## config.mk

```make
export PLATFORM = sky130hd
export DESIGN_NAME = mux_n_varredura
export DESIGN_NICKNAME = d
export VERILOG_FILES = /design/src/rtl/mux_pkg.sv /design/src/rtl/mux_n_varredura_arbitro_rr.sv /design/src/rtl/mux_n_varredura.sv
export SDC_FILE = /design/constraint.sdc
export NUM_CORES = 1
export LEC_CHECK = 0
export CAP_MARGIN = 20
export CORE_AREA = 2 2 45 51
export CTS_CLUSTER_SIZE = 24
export DETAILED_ROUTE_END_ITERATION = 16
export DIE_AREA = 0 0 47 53
export PLACE_DENSITY = 0.85
export SYNTH_ARGS = -nofsm -noshare
export SYNTH_HDL_FRONTEND = slang
export SYNTH_SLANG_ARGS = --single-unit
```

## constraint.sdc

```tcl
create_clock -name clk -period 4.9 [get_ports clk]
set_clock_uncertainty 0.05 [all_clocks]
set_input_delay 1.47 -clock clk [delete_from_list [all_inputs] [get_ports clk]]
set_output_delay 1.47 -clock clk [all_outputs]
set_load 0.01 [all_outputs]
```

## src/rtl/mux_pkg.sv

```systemverilog
// Shared definitions for the scanning channel multiplexer:
// mode encoding, default geometry and select-width helper.
package mux_pkg;

    localparam logic MODO_MANUAL    = 1'b0;
    localparam logic MODO_VARREDURA = 1'b1;

    localparam int LARGURA_PADRAO = 4;
    localparam int CANAIS_PADRAO  = 4;

    function automatic int selW(input int canais);
        return (canais > 1) ? $clog2(canais) : 1;
    endfunction

endpackage

```

## src/rtl/mux_n_varredura_arbitro_rr.sv

```systemverilog
// Rotating-priority search: first set request at or after
// ponteiro, wrapping from the last channel back to zero.
module arbitro_rr #(
    parameter int CANAIS = 4,
    parameter int SEL_W  = 2
) (
    input  logic [CANAIS-1:0] requisicao,
    input  logic [SEL_W-1:0]  ponteiro,
    output logic [SEL_W-1:0]  concessao,
    output logic              concessaoValida
);

    int pos;

    always_comb begin
        concessao       = '0;
        concessaoValida = 1'b0;
        pos             = 0;
        for (int i = 0; i < CANAIS; i++) begin
            pos = int'(ponteiro) + i;
            if (pos >= CANAIS)
                pos = pos - CANAIS;
            if (!concessaoValida && requisicao[pos]) begin
                concessao       = SEL_W'(pos);
                concessaoValida = 1'b1;
            end
        end
    end

endmodule

```

## src/rtl/mux_n_varredura.sv

```systemverilog
// N-channel mux with manual or round-robin scan selection and a
// one-word output register; MUX_N_VARREDURA_CONTADOR_EN adds outContagem.
module mux_n_varredura
    import mux_pkg::*;
#(
    parameter  int LARGURA = LARGURA_PADRAO,
    parameter  int CANAIS  = CANAIS_PADRAO,
    localparam int SEL_W   = selW(CANAIS)
) (
    input  logic                      clk,
    input  logic                      rst_n,
    input  logic [CANAIS*LARGURA-1:0] inDados,
    input  logic [CANAIS-1:0]         inValido,
    output logic [CANAIS-1:0]         outPronto,
    input  logic                      modo,
    input  logic [SEL_W-1:0]          chaveSeletora,
    output logic [LARGURA-1:0]        outX,
    output logic                      outValido,
    input  logic                      inPronto,
    output logic [SEL_W-1:0]          outCanal
`ifdef MUX_N_VARREDURA_CONTADOR_EN
    ,
    output logic [15:0]               outContagem
`endif
);

    logic [SEL_W-1:0]         ponteiro;
    logic [SEL_W-1:0]         arbIdx;
    logic                     arbOk;
    logic [SEL_W-1:0]         grantIdx;
    logic                     grantOk;
    logic [(1<<SEL_W)-1:0]    canalExiste;
    logic                     livre;
    logic                     aceita;
    logic                     transfIn;
    logic [LARGURA-1:0]       dadoSel;
    logic [SEL_W-1:0]         ponteiroProx;

    arbitro_rr #(
        .CANAIS (CANAIS),
        .SEL_W  (SEL_W)
    ) uArbitro (
        .requisicao      (inValido),
        .ponteiro        (ponteiro),
        .concessao       (arbIdx),
        .concessaoValida (arbOk)
    );

    // Manual indices beyond the last channel grant nothing.
    always_comb begin
        canalExiste = '0;
        for (int i = 0; i < (1 << SEL_W); i++)
            canalExiste[i] = (i < CANAIS);
    end

    always_comb begin
        if (modo == MODO_VARREDURA) begin
            grantIdx = arbIdx;
            grantOk  = arbOk;
        end else begin
            grantIdx = chaveSeletora;
            grantOk  = canalExiste[chaveSeletora];
        end
    end

    assign livre    = !outValido || inPronto;
    assign aceita   = rst_n && livre && grantOk;
    assign transfIn = aceita && inValido[grantIdx];

    always_comb begin
        outPronto = '0;
        dadoSel   = '0;
        for (int k = 0; k < CANAIS; k++) begin
            outPronto[k] = aceita && (grantIdx == SEL_W'(k));
            if (grantIdx == SEL_W'(k))
                dadoSel = inDados[k*LARGURA +: LARGURA];
        end
    end

    assign ponteiroProx = (grantIdx == SEL_W'(CANAIS - 1))
                        ? '0 : grantIdx + 1'b1;

    always_ff @(posedge clk) begin
        if (!rst_n) begin
            outX      <= '0;
            outCanal  <= '0;
            outValido <= 1'b0;
            ponteiro  <= '0;
        end else if (transfIn) begin
            outX      <= dadoSel;
            outCanal  <= grantIdx;
            outValido <= 1'b1;
            if (modo == MODO_VARREDURA)
                ponteiro <= ponteiroProx;
        end else if (inPronto) begin
            outValido <= 1'b0;
        end
    end

`ifdef MUX_N_VARREDURA_CONTADOR_EN
    always_ff @(posedge clk) begin
        if (!rst_n)
            outContagem <= '0;
        else if (outValido && inPronto && (outContagem != 16'hFFFF))
            outContagem <= outContagem + 16'd1;
    end
`endif

endmodule

```

==> After elaboration in Yosys (flattened, before gate mapping) <==
Index checks and enable logic that the tools add are counted.
{ "word_totals": {"out_inout_bits": 11, "ff_bits": 9} }
{ "classes": {"n_reduce_logical": 18, "n_mux": 37, "addsub": 8, "magnitude_cmp": 10, "n_eq_ne": 3} }
{ "ops": {"columns": ["op", "n"], "rows": [
  ["$lt A32 B4 Y1 const B", 4],
  ["$mux W32", 4],
  ["$ge A32 B4 Y1 const B", 3],
  ["$sub A32 B4 Y32 const B", 3],
  ["$mux W1", 17],
  ["$mux W4", 4],
  ["$bmux W1 S2", 6],
  ["$mux W2", 6],
  ["$logic_and A1 B1 Y1", 10],
  ["$add A2 B2 Y3 const B", 2],
  ["$lt A2 B3 Y1 const B", 2],
  ["$eq A2 B2 Y1 const B", 2],
  ["$logic_not A1 Y1", 4],
  ["$sub A2 B3 Y4 const B", 1],
  ["$add A2 B1 Y3 const B", 1],
  ["$ge A2 B3 Y1 const B", 1],
  ["$add A2 B1 Y2 const B", 1],
  ["$eq A2 B1 Y1 const B", 1],
  ["$logic_not A2 Y1", 1],
  ["$reduce_and A2 Y1", 1],
  ["$reduce_bool A2 Y1", 1],
  ["$logic_or A1 B1 Y1", 1]
]} }

==> Logic depth before layout (Yosys ltp) <==
{ "depth": {"ltp_word": 21, "ltp_mapped": 11, "ltp_nobuf": 9} }

==> Cells and area by module <==
From an unflattened synthesis, not the netlist that was laid out.
{ "hier_totals": {"hier_cells": 93, "hier_area_um2": 737.0} }
{ "by_module_without_submodules": {"columns": ["module", "n_inst", "area_per_inst_um2", "cells_each"], "rows": [
  ["mux_n_varredura", 1, 659.4, 78],
  ["arbitro_rr", 1, 77.6, 15]
]} }

==> Worst setup path after synthesis <==
OpenSTA, ideal clock, no wires.
{ "synth_timing": {"kind": "input to output", "from": "input modo", "to": "output outPronto[1]", "arrival_ns": 2.981, "cell_stages": 7, "setup_slack_ns": 0.399, "required_ns": 3.380, "cell_sequence": "clkbuf_1 nand2b_1 o221ai_1 clkbuf_1 ha_1 clkbuf_2 and2_1"} }
{ "synth_between": {"elab_chain_cells": 3, "elab_cells_between_ends": 5} }
{ "synth_lines": {"columns": ["element", "line", "rtl"], "rows": [
  ["start, declared", "mux_n_varredura.sv:15", "input logic modo,"],
  ["$mux W2 or $mux W1 (tied branches)", "mux_n_varredura.sv:57", "if (modo == MODO_VARREDURA) begin"],
  ["$eq A2 B1 Y1 or $logic_and A1 B1 Y1 (tied branches)", "mux_n_varredura.sv:74, mux_n_varredura.sv:67", null],
  ["$logic_and A1 B1 Y1 (*)", "mux_n_varredura.sv:74", "outPronto[k] = aceita && (grantIdx == SEL_W'(k));"],
  ["end, declared", "mux_n_varredura.sv:14", "output logic [CANAIS-1:0] outPronto,"]
]} }
Mark *: on every way between the ends. The rest lies on a longest branch, timed or not.

==> Final worst setup path <==
{ "layout_timing": {"from": "input inValido[3]", "to": "output outPronto[1]"} }
{ "layout_between": {"elab_chain_cells": 16, "elab_cells_between_ends": 31} }
{ "layout_lines": {"columns": ["element", "line", "rtl"], "rows": [
  ["start, declared", "mux_n_varredura.sv:13", "input logic [CANAIS-1:0] inValido,"],
  ["$bmux W1 S2", "mux_n_varredura_arbitro_rr.sv:23", "if (!concessaoValida && requisicao[pos]) begin"],
  ["$mux W1 (implied by the code) (2 in series)", "mux_n_varredura_arbitro_rr.sv:23", null],
  ["$mux W1", "mux_n_varredura_arbitro_rr.sv:23", null],
  ["$logic_not A1 Y1", "mux_n_varredura_arbitro_rr.sv:23", null],
  ["$logic_and A1 B1 Y1", "mux_n_varredura_arbitro_rr.sv:23", null],
  ["$mux W1", "mux_n_varredura_arbitro_rr.sv:23", null],
  ["$logic_not A1 Y1", "mux_n_varredura_arbitro_rr.sv:23", null],
  ["$logic_and A1 B1 Y1", "mux_n_varredura_arbitro_rr.sv:23", null],
  ["$mux W1", "mux_n_varredura_arbitro_rr.sv:23", null],
  ["$logic_not A1 Y1", "mux_n_varredura_arbitro_rr.sv:23", null],
  ["$logic_and A1 B1 Y1", "mux_n_varredura_arbitro_rr.sv:23", null],
  ["$mux W2 or $mux W1 (tied branches)", "mux_n_varredura_arbitro_rr.sv:23", null],
  ["$mux W2 or $mux W1 (tied branches)", "mux_n_varredura.sv:57", null],
  ["$eq A2 B1 Y1 or $logic_and A1 B1 Y1 (tied branches)", "mux_n_varredura.sv:74, mux_n_varredura.sv:67", null],
  ["$logic_and A1 B1 Y1 (*)", "mux_n_varredura.sv:74", null]
]} }
Mark *: on every way between the ends. The rest lies on a longest branch, timed or not. The select of a mux whose other input is x is not followed.

==> results.cfg <==
[route]
wl_um = 2275
initialDrtViolationCount = 13
dr_total_vias = 934
ant_nets = 0
wl_per_cell_um = 12.93
routed_via_density = 5.307
drc_errors = 0
first_pass_iters = 4

[clocking]
cts_num_sinks = 9
htreeDepth = 1
cts_tree = built
insertion_delay_ps = 260
clk_pin_slew_ps = 60
cts_root_buf = clkbuf_4
clock_path_buffers = 2
numCtsBuffers = 3

[setup_path]
startpoint_type = input pin
path_class = input pin to output pin
cp_max_fo = 4
critPathCaptureType = output pin
cp_data_required_time_ps = 3380
arrival_ps = 3270

[synthesis]
async_reset_ff_frac = 0
synth_common_cells = nand2_1, dfxtp_1, o311ai_1
syn_area_um2 = 768.2
ys_ff_latch = 9
ys_top_cells_by_area = dfxtp_1, o311ai_1, mux2i_1
synth_cell_types = 38
avgSynthCellArea_um2 = 7.920
synthCells = 97
synth_area_leader_cell = dfxtp_1
synth_flop_cell = dfxtp_1
synth_top_area_share = 0.2345
ys_warn_count = 0
synth_most_common_cell = nand2_1
syn_nets = 124
synth_edf_count = 0
yosysSeqAreaShare = 0.2345

[timing]
worstMarginPinSlew_ps = 348.9
max_freq_mhz = 208.6
finalCriticalPeriod_ps = 4795
hold_viol_final = 0
rsz0062_at_grt = no
slew_violations = 0
min_period_over_period = 0.9785
setup_viol = 0
setup-tns-final_ps = 0
slew_headroom = 0.7674

[pwr]
power_density_nw_per_um2 = 227.6
p_leak_nw = 0.5559
vdd_drop_max_mv = 0.1070

[placed_design]
postPlaceCellArea_um2 = 1261
dp_cells = 172
place.gp.congestion = 0.8071
dp_hpwl_um = 1868
portBuffers = 36

[floorplanning]
start_util = 0.3926
die_h_um = 53
die_w_um = 47
die_area_um2 = 2491
rows = 17
core_area_um2 = 1957
ios = 37

[grt]
grt_overflow = 0
grtUsageTotal = 0.2083
grt_max_degree = 14
grt_pass1_vias = 857
grt_pass1_wl_um = 3705
antenna_found_initial = 0

[flow_run]
max-cap-violations = 0

[final_layout]
drive_gt1_frac = 0.1824
finish.instance_area_um2 = 1285
nets = 176
insertedDiodeCount = 0
syn_to_final_growth_pct = 67.26
utilization = 0.6567
fillers = 173
fin_cells = 176

[worst_hold_path]
min-delay-path-class = flop to flop

[run_status]
status = finished, final reports clean
==> final timing paths <==
path / start / end / slack (ps) / cells past startpoint
min reg2reg: outX[0] / outX[0] / 420 / 2
min: outX[0] / outX[0] / 420 / 2
max reg2reg: ponteiro[1] / outX[3] / 2580 / 9
max: inValido[3] / outPronto[1] / 110 / 8
==> cell usage in the layout (no fill, tap or decap), types with 6 or more instances in the layout <==
cell | Yosys | final
inv_1 | 7 | 7
o311ai_1 | 8 | 8
buf_4 | 0 | 18
nand2_1 | 11 | 11
clkdlybuf4s50_1 | 0 | 29
dfxtp_1 | 9 | 9
nand2b_1 | 6 | 6
dlygate4sd2_1 | 0 | 7
mux2i_1 | 6 | 6
==> repair_timing <==
action	4_1_cts	5_1_grt
endpoints found under the hold margin	0	0
hold buffers	0	0
endpoints found under the setup margin	4	0
setup buffers	0	0
resized for setup	8	0
==> power by group <==
group | total, mW | internal [mW] | switching [mW]
Clock | 0.0572 | 0.0314 | 0.0259
Sequential | 0.0929 | 0.0841 | 0.00883
Combinational | 0.142 | 0.0808 | 0.0615
Total | 0.292 | 0.196 | 0.0962
==> metal layers <==
metal  track usage  vias to the layer above  wire length (um)
li1              -                      463                 -
met1        0.2567                      436              1001
met2        0.3539                       33              1147
met3       0.01706                        2                98
met4       0.09722                        0                27
met5             0                        -                 0
==> registers in the layout, summed over array words and instances, names as in the netlist <==
signal / flops
outCanal: 2
ponteiro: 2
outValido: 1
outX: 4
==> critical path: stages <==
cell,delay [ps]
clkdlybuf4s50_1,480
or2b_1,280
o32a_4,210
a21oi_4,180
inv_4,40
ha_1,200
and2_1,130
dlygate4sd2_1,280
==> cell type report <==
class	instances	area, um2	share of cell area
inverter	8	32.53	0.02532
multi-input combinational	73	524.3	0.4080
sequential	9	180.2	0.1402
clock buffer	4	26.28	0.02045
tap	28	35.03	0.02726
timing repair buffer	54	486.7	0.3788
==> through the flow <==
step           hold slack (ps)  total power [mW]  worst slack [ps]
3_5_place_dp             412.0            0.2379            -229.2
4_1_cts                  420.7            0.2937             114.4
2_1_floorplan            432.7            0.1650             398.6
3_3_place_gp             397.6            0.2327            -174.2
5_1_grt                  451.4            0.3123             54.29
6_report                 419.0            0.2924             105.5
==> kinds of logic after synthesis <==
logic type / share of synthesized area
buf+inv: 0.09121
flops: 0.2345
mux: 0.07818
simple gates: 0.2329
compound gates: 0.3469
fa+ha+maj: 0.01628
No activity file was read; power rests on OpenSTA's default activity.
